File: src/rtl/pc_sequencer_if.sv
// ---------------------------------------------------------------------------
// pc_sequencer_if
//
// Groups the two buses that the PC sequencer sits between:
//   - the instruction-fetch request handshake toward instruction memory
//     (iaddr/ivalid out of the sequencer, iready back in), and
//   - the resolved-branch bus from the execute-stage branch resolver
//     (br_valid/br_taken/br_target/br_pc into the sequencer).
//
// Modports:
//   master : the sequencer side (drives fetch request, receives branch info)
//   slave  : the environment side (memory + branch resolver)
// ---------------------------------------------------------------------------
interface pc_sequencer_if;
    // Fetch request handshake
    logic [31:0] iaddr;
    logic        ivalid;
    logic        iready;

    // Resolved branch from execute
    logic        br_valid;
    logic        br_taken;
    logic [31:0] br_target;
    logic [31:0] br_pc;

    modport master (
        output iaddr,
        output ivalid,
        input  iready,
        input  br_valid,
        input  br_taken,
        input  br_target,
        input  br_pc
    );

    modport slave (
        input  iaddr,
        input  ivalid,
        output iready,
        output br_valid,
        output br_taken,
        output br_target,
        output br_pc
    );
endinterface

File: src/rtl/pc_sequencer.sv
// ---------------------------------------------------------------------------
// pc_sequencer
//
// Fetch-side controller owning the architectural PC. Issues sequential fetch
// requests (predict not-taken), redirects and flushes on a resolved taken
// branch, and halts with a sticky fault on a misaligned taken target.
//
// Parameters:
//   RESET_PC : PC value loaded on reset
//   CNT_W    : width of the performance counters
//
// Ports:
//   clk          core clock
//   rst          asynchronous, active-high reset
//   bus          pc_sequencer_if.master: iaddr/ivalid/iready fetch handshake
//                and br_valid/br_taken/br_target/br_pc branch resolution
//   stall_i      backend cannot take more instructions
//   flush_o      one-cycle pulse: drop all fetched, not-yet-executed instrs
//   misalign_o   sticky fault: taken target not word-aligned
//   pc_o         current PC register (faulting br_pc after misalign)
//   br_cnt_o     resolved-branch count (saturating)
//   taken_cnt_o  redirect count (saturating)
//
// Build option:
//   PERF_CNT_EN  when defined, the saturating branch/redirect counters are
//                built; otherwise br_cnt_o and taken_cnt_o are tied to zero.
//
// All outputs come from registers or from the state register alone, so there
// is no combinational path from any input to any output.
// ---------------------------------------------------------------------------
module pc_sequencer #(
    parameter logic [31:0] RESET_PC = 32'h0000_0000,
    parameter int          CNT_W    = 32
) (
    input  logic                clk,
    input  logic                rst,
    pc_sequencer_if.master      bus,
    input  logic                stall_i,
    output logic                flush_o,
    output logic                misalign_o,
    output logic [31:0]         pc_o,
    output logic [CNT_W-1:0]    br_cnt_o,
    output logic [CNT_W-1:0]    taken_cnt_o
);

    typedef enum logic [2:0] {
        BOOT  = 3'd0,
        RUN   = 3'd1,
        STALL = 3'd2,
        REDIR = 3'd3,
        HALT  = 3'd4
    } state_t;

    state_t      state_q, state_d;
    logic [31:0] pc_q, pc_d;
    logic        flush_q, flush_d;
    logic        misalign_q, misalign_d;

    logic        active;
    logic        br_take;
    logic        tgt_aligned;
    logic        redirect;
    logic        bad_target;
    logic        handshake;

    // -----------------------------------------------------------------------
    // Event decode
    // -----------------------------------------------------------------------
    always_comb begin
        active      = (state_q != HALT);
        br_take     = bus.br_valid && bus.br_taken && active;
        tgt_aligned = (bus.br_target[1:0] == 2'b00);
        redirect    = br_take && tgt_aligned;
        bad_target  = br_take && !tgt_aligned;
        // ivalid is exactly (state_q == RUN), so this is ivalid && iready.
        handshake   = (state_q == RUN) && bus.iready;
    end

    // -----------------------------------------------------------------------
    // Next-state / next-PC
    // -----------------------------------------------------------------------
    always_comb begin
        state_d    = state_q;
        pc_d       = pc_q;
        misalign_d = misalign_q;

        case (state_q)
            BOOT: begin
                state_d = RUN;
            end
            RUN: begin
                // Without a handshake the request (and stall) is simply held.
                if (handshake) begin
                    pc_d    = pc_q + 32'd4;
                    state_d = stall_i ? STALL : RUN;
                end
            end
            STALL: begin
                if (!stall_i) begin
                    state_d = RUN;
                end
            end
            REDIR: begin
                state_d = RUN;
            end
            HALT: begin
                state_d = HALT;
            end
            default: begin
                state_d = BOOT;
            end
        endcase

        // Branch resolution overrides everything above, including a
        // handshake PC increment; br_take is already false in HALT.
        if (bad_target) begin
            pc_d       = bus.br_pc;
            misalign_d = 1'b1;
            state_d    = HALT;
        end else if (redirect) begin
            pc_d    = bus.br_target;
            state_d = REDIR;
        end

        // Flush is asserted for the REDIR cycle and for the first HALT cycle.
        flush_d = (state_d == REDIR) || ((state_d == HALT) && (state_q != HALT));
    end

    always_ff @(posedge clk or posedge rst) begin
        if (rst) begin
            state_q    <= BOOT;
            pc_q       <= RESET_PC;
            flush_q    <= 1'b0;
            misalign_q <= 1'b0;
        end else begin
            state_q    <= state_d;
            pc_q       <= pc_d;
            flush_q    <= flush_d;
            misalign_q <= misalign_d;
        end
    end

    // -----------------------------------------------------------------------
    // Outputs
    // -----------------------------------------------------------------------
    assign bus.iaddr  = pc_q;
    assign bus.ivalid = (state_q == RUN);
    assign flush_o    = flush_q;
    assign misalign_o = misalign_q;
    assign pc_o       = pc_q;

    // -----------------------------------------------------------------------
    // Performance counters
    // -----------------------------------------------------------------------
`ifdef PERF_CNT_EN
    logic [CNT_W-1:0] br_cnt_q, br_cnt_d;
    logic [CNT_W-1:0] taken_cnt_q, taken_cnt_d;

    // Increment that sticks at all-ones instead of wrapping.
    function automatic logic [CNT_W-1:0] sat_inc(input logic [CNT_W-1:0] v);
        if (&v) begin
            return v;
        end
        return v + CNT_W'(1);
    endfunction

    always_comb begin
        br_cnt_d    = br_cnt_q;
        taken_cnt_d = taken_cnt_q;
        if (bus.br_valid && active) begin
            br_cnt_d = sat_inc(br_cnt_q);
        end
        if (redirect) begin
            taken_cnt_d = sat_inc(taken_cnt_q);
        end
    end

    always_ff @(posedge clk or posedge rst) begin
        if (rst) begin
            br_cnt_q    <= '0;
            taken_cnt_q <= '0;
        end else begin
            br_cnt_q    <= br_cnt_d;
            taken_cnt_q <= taken_cnt_d;
        end
    end

    assign br_cnt_o    = br_cnt_q;
    assign taken_cnt_o = taken_cnt_q;
`else
    assign br_cnt_o    = '0;
    assign taken_cnt_o = '0;
`endif

endmodule

File: src/flat_wrapper.sv
// flat-port wrapper written by rule: the top's interface ports become plain ports
module pc_sequencer_flat 
#(
    parameter logic [31:0] RESET_PC = 32'h0000_0000,
    parameter int          CNT_W    = 32
)
  (clk, rst, stall_i, flush_o, misalign_o, pc_o, br_cnt_o, taken_cnt_o, bus_iaddr, bus_ivalid, bus_iready, bus_br_valid, bus_br_taken, bus_br_target, bus_br_pc);
  pc_sequencer_if bus_i ();
  input  logic clk;
  input  logic rst;
  input  logic stall_i;
  output logic flush_o;
  output logic misalign_o;
  output logic [31:0] pc_o;
  output logic [CNT_W-1:0] br_cnt_o;
  output logic [CNT_W-1:0] taken_cnt_o;
  output wire logic [$bits(bus_i.iaddr)-1:0] bus_iaddr;
  output wire logic [$bits(bus_i.ivalid)-1:0] bus_ivalid;
  input wire logic [$bits(bus_i.iready)-1:0] bus_iready;
  input wire logic [$bits(bus_i.br_valid)-1:0] bus_br_valid;
  input wire logic [$bits(bus_i.br_taken)-1:0] bus_br_taken;
  input wire logic [$bits(bus_i.br_target)-1:0] bus_br_target;
  input wire logic [$bits(bus_i.br_pc)-1:0] bus_br_pc;
  assign bus_iaddr = bus_i.iaddr;
  assign bus_ivalid = bus_i.ivalid;
  assign bus_i.iready = bus_iready;
  assign bus_i.br_valid = bus_br_valid;
  assign bus_i.br_taken = bus_br_taken;
  assign bus_i.br_target = bus_br_target;
  assign bus_i.br_pc = bus_br_pc;
  pc_sequencer #(.RESET_PC(RESET_PC), .CNT_W(CNT_W)) u_core (.clk(clk), .rst(rst), .bus(bus_i), .stall_i(stall_i), .flush_o(flush_o), .misalign_o(misalign_o), .pc_o(pc_o), .br_cnt_o(br_cnt_o), .taken_cnt_o(taken_cnt_o));
endmodule
File: config.mk
export PLATFORM = sky130hd
export DESIGN_NAME = pc_sequencer_flat
export DESIGN_NICKNAME = d
export VERILOG_FILES = /design/src/rtl/pc_sequencer_if.sv /design/src/rtl/pc_sequencer.sv /design/src/flat_wrapper.sv
export SDC_FILE = /design/constraint.sdc
export NUM_CORES = 1
export LEC_CHECK = 0
export CAP_MARGIN = 15
export CORE_MARGIN = 5
export CORE_UTILIZATION = 35
export DETAILED_ROUTE_END_ITERATION = 8
export PLACE_DENSITY = 0.78
export SLEW_MARGIN = 20
export SYNTH_ARGS = -nofsm -noshare
export SYNTH_HDL_FRONTEND = slang
export SYNTH_SLANG_ARGS = --single-unit
export TNS_END_PERCENT = 50
File: constraint.sdc
create_clock -name clk -period 4.66 [get_ports clk]
set_input_delay 0.699 -clock clk [delete_from_list [all_inputs] [get_ports clk]]
set_output_delay 0.699 -clock clk [all_outputs]
set_load 0.1 [all_outputs]
* Yosys cells after proc, flatten, opt, wreduce, memory -nomap -nowiden
Cells that the tools add are included.
** Cells by class
- Mux-type cells :: 10
- Eq/ne operators :: 7
- Add/sub/neg operators :: 1
- Reductions and logical operators :: 14
** Operators with widths (count)
- $mux 32 :: 4
- $add 32x3->32 const B :: 1
- $mux 3 :: 4
- $pmux 3 s4 :: 1
- $eq 3x2->1 const B :: 3
- $eq 3x3->1 const B :: 2
- $logic_and 1x1->1 :: 6
- $reduce_bool 3->1 :: 2
- $eq 3x1->1 const B :: 1
- $logic_not 3->1 :: 1
- $ne 3x3->1 const B :: 1
- $logic_not 2->1 :: 1
- $mux 2 :: 1
- $reduce_and 2->1 :: 1
- $reduce_or 2->1 :: 1
- $logic_not 1->1 :: 1
- $logic_or 1x1->1 :: 1
** Word-level totals
- Logic and storage cells :: 36
- Output and inout port bits :: 131
- Flip-flop bits (word level) :: 37
- Input bits :: 70

* Depth between registers and ports, before layout
- Depth after elaboration :: 9
- Mapped depth :: 7
- Mapped depth without buffers :: 6

* Least setup slack after synthesis
Ideal clock, no wire load.
- Kind :: flip-flop to output port
- From :: register u_core.state_q[2]
- To :: output port bus_ivalid
- Cell stages (with the launch flop) :: 2
- Data arrival time :: 2.623 ns
- Buffers on the path :: 0
- Required time :: 3.961 ns
- Path slack :: 1.338 ns
- Cell sequence :: dfrtp_1 > nor3b_1
** On the way
- Longest elaborated chain between the ends :: 1
** Ends and longest elaborated chain
- start, declared :: RTL line pc_sequencer.sv:54 : state_t state_q, state_d;
- start signal, assigned :: RTL line pc_sequencer.sv:136 : state_q <= state_d;
- $eq 3x1->1 :: RTL line pc_sequencer.sv:147 : assign bus.ivalid = (state_q == RUN);
- end, declared :: RTL line flat_wrapper.sv:18 : output wire logic [$bits(bus_i.ivalid)-1:0] bus_ivalid;
Every way passes these cells.

* Worst setup path in the final report
Ends and elaborated chain as after synthesis.

==> summary.md <==
| Metric | Value |
|---|---|
| Largest fanout on the critical path | 6 |
| Area delta synth->final | 32.3% |
| Core box area | 8760 sq um |
| Post-CTS Hold Buffers | 0 |
| Synth area leader | dfrtp_1 |
| CTS Root Cell | clkbuf_8 |
| Detailed-router iteration count before antenna repair | 4 |
| R2R setup slack | 2.31 ns |
| Sequential share of the synthesized area | 0.294 |
| Crit share post-route | 0.601 |
| Commonest non-fill, non-tap cells in the layout | clkdlybuf4s50_1 (136), nand2_1 (75), conb_1 (64) |
| TritonCTS clock tree | yes |
| CP endpoint | bus_ivalid |
| CP Cell Sequence | nor3b_1 > clkdlybuf4s50_1 |
| Clk network pwr share | 0.086 |
| First-pass GRT wire length | 14,300 um |
| ANT cells | 0 |
| Kind of end point of the critical path | output port |
| RSZ-0062 raised after global routing | no |
| H-tree lvl count | 2 |
| IO Count | 201 |
| Post-CTS Resized | 0 |
| Status | finished, final reports clean |
| Post-CTS Repair Setup Buffers | 0 |
| Final min period | 2.80 ns |
| Syn avg cell area | 8.10 sq um |
| Total Routing Usage GR | 0.156 |
| Initial antenna violation count | 0 |
| Routability congestion estimate | 0.762 |
| Number of synthesized flops with an enable pin | 0 |
| Synth Flop Type | dfrtp_1 |
| Site row count | 34 |
| Final Util | 0.475 |
| Max Clk Rate | 357 MHz |
| Setup violations, final | 0 |
| Required time worst endpoint | 3.96 ns |
| Synth top area cells | dfrtp_1 (29%), buf_4 (23%), nand2_1 (8.9%) |
| Max VDD drop | 276 uV |
| Storage cell area | 926 sq um |
| Worst-path clk slew | 0.07 ns |
| Fin. Hold Viols | 0 |
| Combinational power share | 0.721 |
| Clock Skew | 0.0143 ns |
| Worst Setup Start Kind | flop |
| Vias in the first global route | 2,864 |
| Vias per std cell | 4.85 |
| Port Buffer Count | 136 |
| Fin Hold WS | 0.502 ns |
| Largest net degree at the start of global routing | 52 |
| Post-route setup slack | 1.86 ns |
| Distinct cells, synth | 46 |
| CP peak stage delay | 1.16 ns |
| Multi-input logic area | 1610 sq um |
| Clock Sink Count | 37 |
| Initial Utilization | 0.359 |
| R2R Path Start | u_core.state_q[0]$_DFF_PP0_ |
| Initial detailed-routing violation count | 108 |
| Most common cell after layout, fill and taps aside | clkdlybuf4s50_1 |
| Pre-CTS setup slack | 1.83 ns |
| Power per cell area | 672 nW/um^2 |
| Ys async rst share | 1.00 |
| Max Cap Viol | 0 |
| Setup TNS | 0 ns |
| Worst Tran Pin Value | 0.989 ns |
| Post-detail-place hpwl | 7030 um |
| Die Ht | 105 um |
| Layout cell share with drive strength beyond 1 | 0.0431 |
| Share of the synthesized area in the top cell type | 0.294 |
| Die footprint | 11,000 sq um |
| Worst r2r path cells | 7 |
| Synth warnings | 0 |
| Crit Path Category | flop to output port |
| Static Leakage | 1.78 nW |
| Wire length per cell | 15.2 um |
| CTS buffer count | 5 |
| Clk buf depth | 2 |
| Synth Instances | 389 |
| Slowest CP cell | clkdlybuf4s50_1 |
| Max-slew headroom at the worst pin | 0.339 |
| Final wirelength | 9020 um |
| Congestion Overflow GR | 0 |
| RR Endpoint | u_core.bus.iaddr[29]$_DFFE_PP0P_ |
| Critical path origin | u_core.state_q[2]$_DFF_PP0_ |
| Sw frac | 0.668 |
| Power, Total | 2.80 mW |
| Pins Over Slew Limit | 0 |
| WP data arrival | 2.10 ns |
| DRC viols | 0 |
| Mapped Area | 3150 sq um |
| Internal | 930 uW |
| Sw Pwr | 1.87 mW |
| Antenna viol nets, final | 0 |
| Fill count | 869 |
| Die X | 105 um |
| Post-synthesis register bit count | 37 |
| Via count | 2,887 |
| Sequential Power Share | 0.193 |
| NumNets Final | 557 |
| Clk_lat worst skew | 0.29 ns |
| Class of the worst hold path | flop to flop |
==> worst max-delay path, delay by kind of cell (launching register included) <==
| family | cells | cell delay [ns] |
|---|---|---|
| flip-flops | 1 | 0.43 |
| buffers and inverters | 1 | 1.16 |
| AND/OR/NAND/NOR | 1 | 0.22 |
==> kinds of logic after synthesis <==
kind of cell             share of synthesized area
other                                      0.00119
buffers and inverters                        0.270
flip-flops                                   0.294
multiplexers                               0.00636
AND/OR/NAND/NOR                              0.273
XOR/XNOR                                    0.0723
AO/OA/AOI/OAI                               0.0799
adder cells (fa/ha/maj)                    0.00397
==> per-stage QoR <==
step	cells	cell area, sq um
after floorplan	452	3390
after detailed placement	587	4070
final	595	4170
after global routing	595	4170
after CTS	595	4170
after global placement	587	4070
==> synth_stat cells (2+ instances only) <==
master,number
a21oi_1,18
a31oi_1,9
and3_1,21
buf_1,2
buf_4,97
buf_6,3
clkbuf_1,6
clkbuf_8,3
dfrtp_1,37
inv_1,2
mux2i_1,2
nand2_1,75
nand3_1,13
nand4_1,14
nor2_1,15
nor2b_1,2
nor3_1,6
nor4_1,6
nor4_4,2
o21ai_0,5
o31ai_1,2
xnor2_1,3
xor2_1,23
==> how the worst min path moves through the flow <==
| stage | from | slack (ns) | end | depth (start not counted) |
|---|---|---|---|---|
| detailed placement | u_core.misalign_o$_DFFE_PP0P_ | 0.47 | u_core.misalign_o$_DFFE_PP0P_ | 1 |
| CTS | u_core.misalign_o$_DFFE_PP0P_ | 0.50 | u_core.misalign_o$_DFFE_PP0P_ | 1 |
| finish | u_core.misalign_o$_DFFE_PP0P_ | 0.50 | u_core.misalign_o$_DFFE_PP0P_ | 1 |
| global placement | u_core.misalign_o$_DFFE_PP0P_ | 0.46 | u_core.misalign_o$_DFFE_PP0P_ | 1 |
| floorplan | u_core.state_q[2]$_DFF_PP0_ | 0.49 | u_core.state_q[1]$_DFF_PP0_ | 1 |
| global route | u_core.misalign_o$_DFFE_PP0P_ | 0.52 | u_core.misalign_o$_DFFE_PP0P_ | 1 |
==> state kept, by name (all words and copies together) (netlist names) <==
signal             flops
u_core.state_q         3
u_core.misalign_o      1
u_core.flush_o         1
u_core.bus.iaddr      32
==> layer usage <==
| layer | global-route usage | share of wire | vias to the layer above |
|---|---|---|---|
| li1 | - | - | 1357 |
| met1 | 0.190 | 0.40 | 1364 |
| met2 | 0.273 | 0.49 | 150 |
| met3 | 0.0419 | 0.088 | 16 |
| met4 | 0.0411 | 0.019 | 0 |
| met5 | 0 | 0 | - |
==> cell type report <==
cell class,count,share of cell area
timing repair buffer,139,0.332
multi-input combinational,300,0.387
tap,108,0.0324
clock inverter,2,0.00330
inverter,3,0.00270
sequential,37,0.222
clock buffer,6,0.0198
==> power by group through the flow <==
stage | Combinational [mW] | Sequential, mW | Clock (mW)
4_1_cts | 2.03 | 0.541 | 0.247
3_3_place_gp | 2.01 | 0.538 | 0
3_5_place_dp | 2.02 | 0.546 | 0
2_1_floorplan | 1.21 | 1.06 | 0
6_report | 2.02 | 0.539 | 0.241
5_1_grt | 2.08 | 0.559 | 0.259
(Power assumes the default switching activity.)
